File: config.mk
export PLATFORM = sky130hd
export DESIGN_NAME = rotary_controller
export DESIGN_NICKNAME = d
export VERILOG_FILES = /design/src/rtl/rotary_pkg.sv /design/src/rtl/rotary_quadrature.sv /design/src/rtl/rotary_controller.sv
export SDC_FILE = /design/constraint.sdc
export NUM_CORES = 1
export LEC_CHECK = 0
export BUFFER_PORTS_ARGS = -buffer_cell sky130_fd_sc_hd__buf_2
export CAP_MARGIN = 15
export CORE_UTILIZATION = 40
export CTS_CLUSTER_DIAMETER = 50
export DETAILED_ROUTE_END_ITERATION = 8
export PLACE_DENSITY = 0.72
export SYNTH_ARGS = -nofsm -noshare
export SYNTH_HDL_FRONTEND = slang
export SYNTH_SLANG_ARGS = --single-unit
File: constraint.sdc
create_clock -name clock -period 4.3 [get_ports clock]
set_clock_uncertainty 0.2 [all_clocks]
set_input_delay 0.86 -clock clock [delete_from_list [all_inputs] [get_ports clock]]
set_output_delay 0.86 -clock clock [all_outputs]
set_load 0.005 [all_outputs]
File: src/rtl/rotary_pkg.sv
// Shared definitions for the rotary encoder controller: register map,
// CTRL field positions, reset values and the position update rule.
package rotary_pkg;

  typedef enum logic [1:0] {
    REG_CTRL     = 2'd0,
    REG_POSITION = 2'd1,
    REG_LIMIT    = 2'd2,
    REG_EVENT    = 2'd3
  } reg_addr_t;

  // Writable CTRL fields (the queue count and overflow flag are read-only views).
  typedef struct packed {
    logic [3:0] step;
    logic       irq_en;
    logic       wrap;
    logic       enable;
  } ctrl_t;

  localparam int CTRL_ENABLE_BIT = 0;
  localparam int CTRL_WRAP_BIT   = 1;
  localparam int CTRL_IRQ_BIT    = 2;
  localparam int CTRL_STEP_LSB   = 4;
  localparam int CTRL_STEP_MSB   = 7;
  localparam int CTRL_COUNT_LSB  = 8;
  localparam int CTRL_COUNT_MSB  = 12;
  localparam int CTRL_OVF_BIT    = 13;

  localparam ctrl_t       CTRL_RESET     = '{step: 4'd1, irq_en: 1'b0, wrap: 1'b0, enable: 1'b0};
  localparam logic [15:0] POSITION_RESET = 16'h0000;
  localparam logic [15:0] LIMIT_RESET    = 16'hFFFF;
  localparam logic [1:0]  SYNC_RESET     = 2'b11;

  // New POSITION after one detent. A step of 0 moves by 1. Right moves use
  // 17-bit arithmetic so a carry out of bit 15 still counts as "above LIMIT".
  function automatic logic [15:0] next_position(input logic [15:0] pos,
                                                input logic [15:0] limit,
                                                input logic [3:0]  step,
                                                input logic        right,
                                                input logic        wrap);
    logic [15:0] s;
    logic [16:0] sum;
    logic [15:0] result;
    s   = (step == 4'd0) ? 16'd1 : {12'd0, step};
    sum = {1'b0, pos} + {1'b0, s};
    if (right) begin
      if (sum > {1'b0, limit}) result = wrap ? 16'd0 : limit;
      else                     result = sum[15:0];
    end else begin
      if (pos < s) result = wrap ? limit : 16'd0;
      else         result = pos - s;
    end
    return result;
  endfunction

endpackage

File: src/rtl/rotary_quadrature.sv
// Synchronizer and detent decoder for a two-phase rotary encoder.
// Ports:
//   clock, reset_n  - system clock, synchronous active-low reset
//   rotary_in[1:0]  - raw asynchronous encoder inputs {A, B}
//   step_event      - one-cycle pulse per detent (registered rising edge of q1)
//   step_right      - direction of that detent, 1 = right
// q1 only changes on 00/11 and q2 only on 01/10, so contact bounce on one
// phase while the other is stable cannot produce more than one event.
module rotary_quadrature
  import rotary_pkg::*;
(
  input  logic       clock,
  input  logic       reset_n,
  input  logic [1:0] rotary_in,
  output logic       step_event,
  output logic       step_right
);

  logic [1:0] sync1;
  logic [1:0] sync2;
  logic       q1;
  logic       q1_d;
  logic       q2;

  always_ff @(posedge clock) begin
    if (!reset_n) begin
      sync1      <= SYNC_RESET;
      sync2      <= SYNC_RESET;
      q1         <= 1'b1;
      q1_d       <= 1'b1;
      q2         <= 1'b0;
      step_event <= 1'b0;
      step_right <= 1'b0;
    end else begin
      sync1 <= rotary_in;
      sync2 <= sync1;
      if (sync2 == 2'b00) q1 <= 1'b0;
      else if (sync2 == 2'b11) q1 <= 1'b1;
      if (sync2 == 2'b01) q2 <= 1'b0;
      else if (sync2 == 2'b10) q2 <= 1'b1;
      q1_d       <= q1;
      step_event <= q1 & ~q1_d;
      step_right <= q2;
    end
  end

endmodule

File: src/rtl/rotary_controller.sv
// Rotary encoder controller with a CPU register port and a direction queue.
// Ports:
//   clock, reset_n        - system clock, synchronous active-low reset
//   rotary_in[1:0]        - raw encoder {A, B}
//   address[1:0]          - register select (CTRL, POSITION, LIMIT, EVENT)
//   data_in[31:0]         - write data
//   write, read           - one-cycle access strobes
//   ack                   - access complete
//   data_out[31:0]        - read data, valid while ack=1
//   interrupt             - level interrupt request
// Access handshake: a strobe sampled high on a rising edge is serviced on
// that edge and ack is high for exactly the following cycle; read data is
// presented alongside ack. A strobe with both read and write set is a write.
module rotary_controller
  import rotary_pkg::*;
#(
  parameter int FIFO_DEPTH = 4
) (
  input  logic        clock,
  input  logic        reset_n,
  input  logic [1:0]  rotary_in,
  input  logic [1:0]  address,
  input  logic [31:0] data_in,
  input  logic        write,
  input  logic        read,
  output logic        ack,
  output logic [31:0] data_out,
  output logic        interrupt
);

  localparam int          PTR_W       = (FIFO_DEPTH > 1) ? $clog2(FIFO_DEPTH) : 1;
  localparam logic [4:0]  DEPTH_COUNT = 5'(FIFO_DEPTH);

  logic             step_event;
  logic             step_right;
  ctrl_t            ctrl;
  logic [15:0]      position;
  logic [15:0]      limit;
  logic             overflow;
  logic             fifo_mem [FIFO_DEPTH];
  logic [PTR_W-1:0] rd_ptr;
  logic [PTR_W-1:0] wr_ptr;
  logic [4:0]       count;

  reg_addr_t   addr;
  logic        read_en;
  logic        push;
  logic        pop;
  logic        push_ok;
  logic        drop;
  logic        fifo_empty;
  logic        fifo_full;
  logic [15:0] event_position;
  logic [15:0] write_position;
  logic [31:0] rdata;
  logic        unused_data;

  rotary_quadrature u_quadrature (
    .clock      (clock),
    .reset_n    (reset_n),
    .rotary_in  (rotary_in),
    .step_event (step_event),
    .step_right (step_right)
  );

  assign unused_data = ^{data_in[31:16], data_in[12:8], data_in[3]};

  always_comb begin
    addr           = reg_addr_t'(address);
    read_en        = read & ~write;
    fifo_empty     = (count == 5'd0);
    fifo_full      = (count == DEPTH_COUNT);
    push           = step_event & ctrl.enable;
    pop            = read_en & (addr == REG_EVENT) & ~fifo_empty;
    // A pop in the same cycle frees the slot, so a full queue still accepts the push.
    push_ok        = push & (~fifo_full | pop);
    drop           = push & fifo_full & ~pop;
    event_position = next_position(position, limit, ctrl.step, step_right, ctrl.wrap);
    write_position = (data_in[15:0] > limit) ? limit : data_in[15:0];

    rdata = '0;
    case (addr)
      REG_CTRL: begin
        rdata[CTRL_ENABLE_BIT]               = ctrl.enable;
        rdata[CTRL_WRAP_BIT]                 = ctrl.wrap;
        rdata[CTRL_IRQ_BIT]                  = ctrl.irq_en;
        rdata[CTRL_STEP_MSB:CTRL_STEP_LSB]   = ctrl.step;
        rdata[CTRL_COUNT_MSB:CTRL_COUNT_LSB] = count;
        rdata[CTRL_OVF_BIT]                  = overflow;
      end
      REG_POSITION: rdata[15:0] = position;
      REG_LIMIT:    rdata[15:0] = limit;
      REG_EVENT:    if (!fifo_empty) rdata = {1'b1, 30'd0, fifo_mem[rd_ptr]};
      default:      rdata = '0;
    endcase
  end

  always_ff @(posedge clock) begin
    if (push_ok) fifo_mem[wr_ptr] <= step_right;
  end

  always_ff @(posedge clock) begin
    if (!reset_n) begin
      ctrl      <= CTRL_RESET;
      position  <= POSITION_RESET;
      limit     <= LIMIT_RESET;
      overflow  <= 1'b0;
      rd_ptr    <= '0;
      wr_ptr    <= '0;
      count     <= 5'd0;
      ack       <= 1'b0;
      data_out  <= 32'd0;
      interrupt <= 1'b0;
    end else begin
      ack      <= write | read;
      data_out <= read_en ? rdata : 32'd0;

      if (write && addr == REG_CTRL) begin
        ctrl <= '{step:   data_in[CTRL_STEP_MSB:CTRL_STEP_LSB],
                  irq_en: data_in[CTRL_IRQ_BIT],
                  wrap:   data_in[CTRL_WRAP_BIT],
                  enable: data_in[CTRL_ENABLE_BIT]};
      end
      if (write && addr == REG_LIMIT) limit <= data_in[15:0];

      // A CPU write beats a same-cycle detent; a lowered LIMIT pulls
      // POSITION down on the edge after it is written.
      if (write && addr == REG_POSITION) position <= write_position;
      else if (push)                     position <= event_position;
      else if (position > limit)         position <= limit;

      if (push_ok) wr_ptr <= wr_ptr + PTR_W'(1);
      if (pop)     rd_ptr <= rd_ptr + PTR_W'(1);
      if (push_ok && !pop)      count <= count + 5'd1;
      else if (pop && !push_ok) count <= count - 5'd1;

      if (drop) overflow <= 1'b1;
      else if (write && addr == REG_CTRL && data_in[CTRL_OVF_BIT]) overflow <= 1'b0;

      interrupt <= ctrl.irq_en & (~fifo_empty | overflow);
    end
  end

endmodule

==> impl_metrics.py <==
metrics = {
    "placed_design": {
        "dp_cells": 1033,
        "io_buffers": 42,
        "place.gp.congestion": 1.01,
        "hpwl_um": 14600,
    },
    "clock_network": {
        "numCtsBuffers": 9,
        "root_buffer": "clkbuf_16",
        "cts_tree": "yes",
        "clockBufferDepth": 2,
        "postCtsHoldBufs": 0,
        "path_clk_slew_ns": 0.06,
        "htree_levels": 3,
        "insertion_delay_ns": 0.34,
        "cts.sinks": 83,
    },
    "final_layout": {
        "multi_input_area_mm2": 0.00426,
        "drive_gt1_share_pct": 19.6,
        "fin_nets": 951,
        "layout.cells.non_filler": 1052,
        "fill_cells": 1453,
        "regArea_mm2": 0.00171,
        "syn2layout_area_growth_pct": 18.2,
        "num_antenna_cells": 0,
        "final_cell_mix": "nand2_1, dfxtp_1, ha_1",
        "final_common_cell": "nand2_1",
    },
    "drt": {
        "drt_iter0_markers": 782,
        "vias": 6252,
        "antenna_left": 0,
        "totalWireLength_um": 19600,
        "vias_per_cell": 5.94,
        "drt_pre_antenna_iters": 6,
        "post-route-drc-count": 0,
        "drt-wirelength-per-cell_um": 18.6,
    },
    "pwr": {
        "p_int_uw": 1510,
        "irDropWorstVdd_uv": 287,
        "p_leak_uw": 0.00334,
        "p_total_uw": 2140,
        "power_switching_uw": 630,
        "p_seq_share_pct": 38.5,
        "pwr-share-comb_pct": 22.5,
        "sw_frac_of_total_pct": 29.4,
        "p_per_area_mw_per_mm2": 288,
        "pwr-share-clk_pct": 39.0,
    },
    "hold_path": {
        "min_to": "u_quadrature.step_event",
        "hold_depth": 1,
        "hold_class": "reg -> reg",
        "hp-start": "u_quadrature.q1_d",
    },
    "run_status": {
        "outcome": "complete, no violations",
    },
    "critical_path": {
        "arrival_ns": 4.20,
        "worst-path-max-fanout": 4,
        "worstReg2RegStart": "ctrl[6]",
        "endpoint_kind": "flip-flop",
        "critical-path-max-stage-delay_ns": 0.41,
        "path_class": "reg -> reg",
        "rrSetupSlack_ns": 0.12,
        "critPathMostFrequentCell": "buf_4",
        "critPathLaunchType": "flip-flop",
        "r2r_cells": 21,
        "required_ns": 4.32,
        "r2r_end": "position[10]",
        "slowest_stage": "a2111o_1",
        "crit_chain": "inv_2 > a31o_4 > ha_2 > fa_2 > nand2b_1 > o2bb2ai_4 > buf_6 > nor2_1 > xnor2_1 > ha_1 > nand4_1 > nor4_2 > buf_4 > a21boi_1 > a2111o_1 > buf_4 > a2111oi_4 > buf_4 > a21oi_1 > o311ai_2 > a31oi_1",
    },
    "floorplanning": {
        "die_height_um": 127,
        "die_area_mm2": 0.0162,
        "ios": 74,
        "core_area_mm2": 0.0153,
        "initial_core_util_pct": 41.2,
        "die-width_um": 127,
        "rows": 45,
    },
    "yosys": {
        "synthArstFlopShare_pct": 0,
        "synth_edf_count": 4,
        "synthFlopType": "dfxtp_1",
        "syn_area_mm2": 0.00629,
        "yosysWarnings": 0,
        "synth.avg_cell_area_um2": 8.20,
        "ys_seq_elements": 83,
        "yosysSeqAreaShare_pct": 27.1,
        "syn_inst": 767,
        "synth.distinct_cells": 82,
    },
    "grt": {
        "antenna_found_initial": 0,
        "grt_pass1_wl_um": 30400,
        "grt_pass1_vias": 5520,
        "overflow": 0,
        "grt_max_degree": 35,
        "grt.total_usage_pct": 24.3,
    },
    "sta": {
        "final.min_clock_period_ns": 4.18,
        "max_slew_margin_pct": 31.8,
        "finalMaxSlewViolations": 0,
        "finalHoldViolations": 0,
        "finalSetupViolCount": 0,
        "worst_pin_slew_ns": 1.02,
        "rsz0062_at_grt": "yes",
        "finalCritPeriodShare_pct": 97.2,
        "fmax_ghz": 0.239,
    },
    "flow_run": {
        "maxCapViolCount": 0,
    },
}
-- critical path: cells and delay by family, from the launching register on --
kind / cells / cell delay (ns)
flops: 1 / 0.33
fa+ha+maj: 3 / 0.80
compound gates: 8 / 1.49
simple gates: 4 / 0.36
xor+xnor: 1 / 0.20
buf+inv: 5 / 0.64
-- cell usage after synthesis (all sizes together) (4+ instances only) --
cell type	count	area share, %
ha	72	14
nand2b	10	1.1
a21oi	42	3.3
nand2	78	4.7
nor2b	10	0.99
o22ai	7	0.70
xor2	10	1.4
dfxtp	79	25
o311ai	4	0.56
nor2	52	3.2
o21a	5	0.60
a22oi	16	1.9
a21o	5	0.60
inv	39	2.3
mux2i	12	1.9
nand3	25	2.1
nor4	5	0.74
a31oi	12	1.3
edfxtp	4	1.9
or4	5	0.78
buf	24	2.8
o21ai	38	3.0
xnor2	21	2.9
nor3	14	1.2
nand4	9	0.90
and2	16	1.6
a2111oi	4	0.56
and3	4	0.40
a221oi	6	0.84
a31o	5	0.70
o211ai	22	2.6
clkbuf	42	2.6
a21boi	8	0.95
a211oi	11	1.4
-- power by group through the flow --
stage	clock [µW]	sequential, µW	combinational [µW]
finish	835	825	482
floorplan	0	835	324
CTS	841	824	463
detailed placement	0	840	455
global placement	0	840	448
global route	874	827	525
-- cell type report --
cell class / instances / share of cell area [%]
clock buffers: 14 / 3.84
clock inverters: 2 / 0.522
inverters: 40 / 2.02
multi-input cells: 592 / 57.3
flip-flops and latches: 83 / 22.9
well taps: 211 / 3.55
repair buffers: 110 / 9.80
-- worst max path at each step --
stage,startpoint,to,slack [ns]
floorplan,ctrl[5],position[0],0.16
global placement,ctrl[5],position[3],-0.12
detailed placement,ctrl[4],position[3],-0.19
CTS,ctrl[4],position[10],-0.003
global route,ctrl[6],position[10],-0.07
finish,ctrl[6],position[10],0.12
-- routing by layer --
layer / share of wire (%) / GRT usage [%] / vias to the layer above
met2: 42 / 36.2 / 410
met3: 10 / 5.86 / 81
met5: 0 / 0 / -
met1: 43 / 33.6 / 2875
met4: 4.6 / 9.87 / 0
li1: - / - / 2886
-- kinds of logic (layout without fill, tap and decap cells) --
logic type / after synthesis / count (layout) / synth area share, %
AO/OA/AOI/OAI: 214 / 214 / 23.5
AND/OR/NAND/NOR: 241 / 241 / 19.2
adder cells (fa/ha/maj): 75 / 75 / 15.3
other: 1 / 15 / 0.0596
multiplexers: 16 / 16 / 2.80
XOR/XNOR: 31 / 31 / 4.32
buffers and inverters: 106 / 166 / 7.76
flip-flops: 83 / 83 / 27.1
-- state kept, by name, indices dropped and copies added (netlist names), named ones only --
name                     cells
u_quadrature.step_right      1
ack                          1
overflow                     1
u_quadrature.sync2           2
interrupt                    1
data_out                    17
count                        5
u_quadrature.q1_d            1
u_quadrature.step_event      1
rd_ptr                       2
limit                       16
wr_ptr                       2
u_quadrature.q1              1
u_quadrature.sync1           2
ctrl                         7
position                    16
fifo_mem                     4
u_quadrature.q2              1
-- metrics by stage --
step / hold WS [ns] / worst slack [ns] / TNS, ns / instance area (µm²) / util (%)
floorplan: 0.167 / 0.165 / 0 / 6340 / -
global placement: 0.172 / -0.124 / -0.524 / 6970 / 45.7
detailed placement: 0.178 / -0.186 / -1.42 / 6970 / 45.7
CTS: 0.186 / -0.00342 / -0.00342 / 7380 / 48.3
global route: 0.210 / -0.0655 / -0.164 / 7430 / 48.7
finish: 0.185 / 0.119 / 0 / 7430 / 48.7
-- timing repair --
item | CTS | global route
gates resized for setup | 18 | 13
pin swaps | 6 | 6
setup buffers | 2 | 1
setup endpoints to repair | 15 | 16
Power figures use the tool's default switching activity.
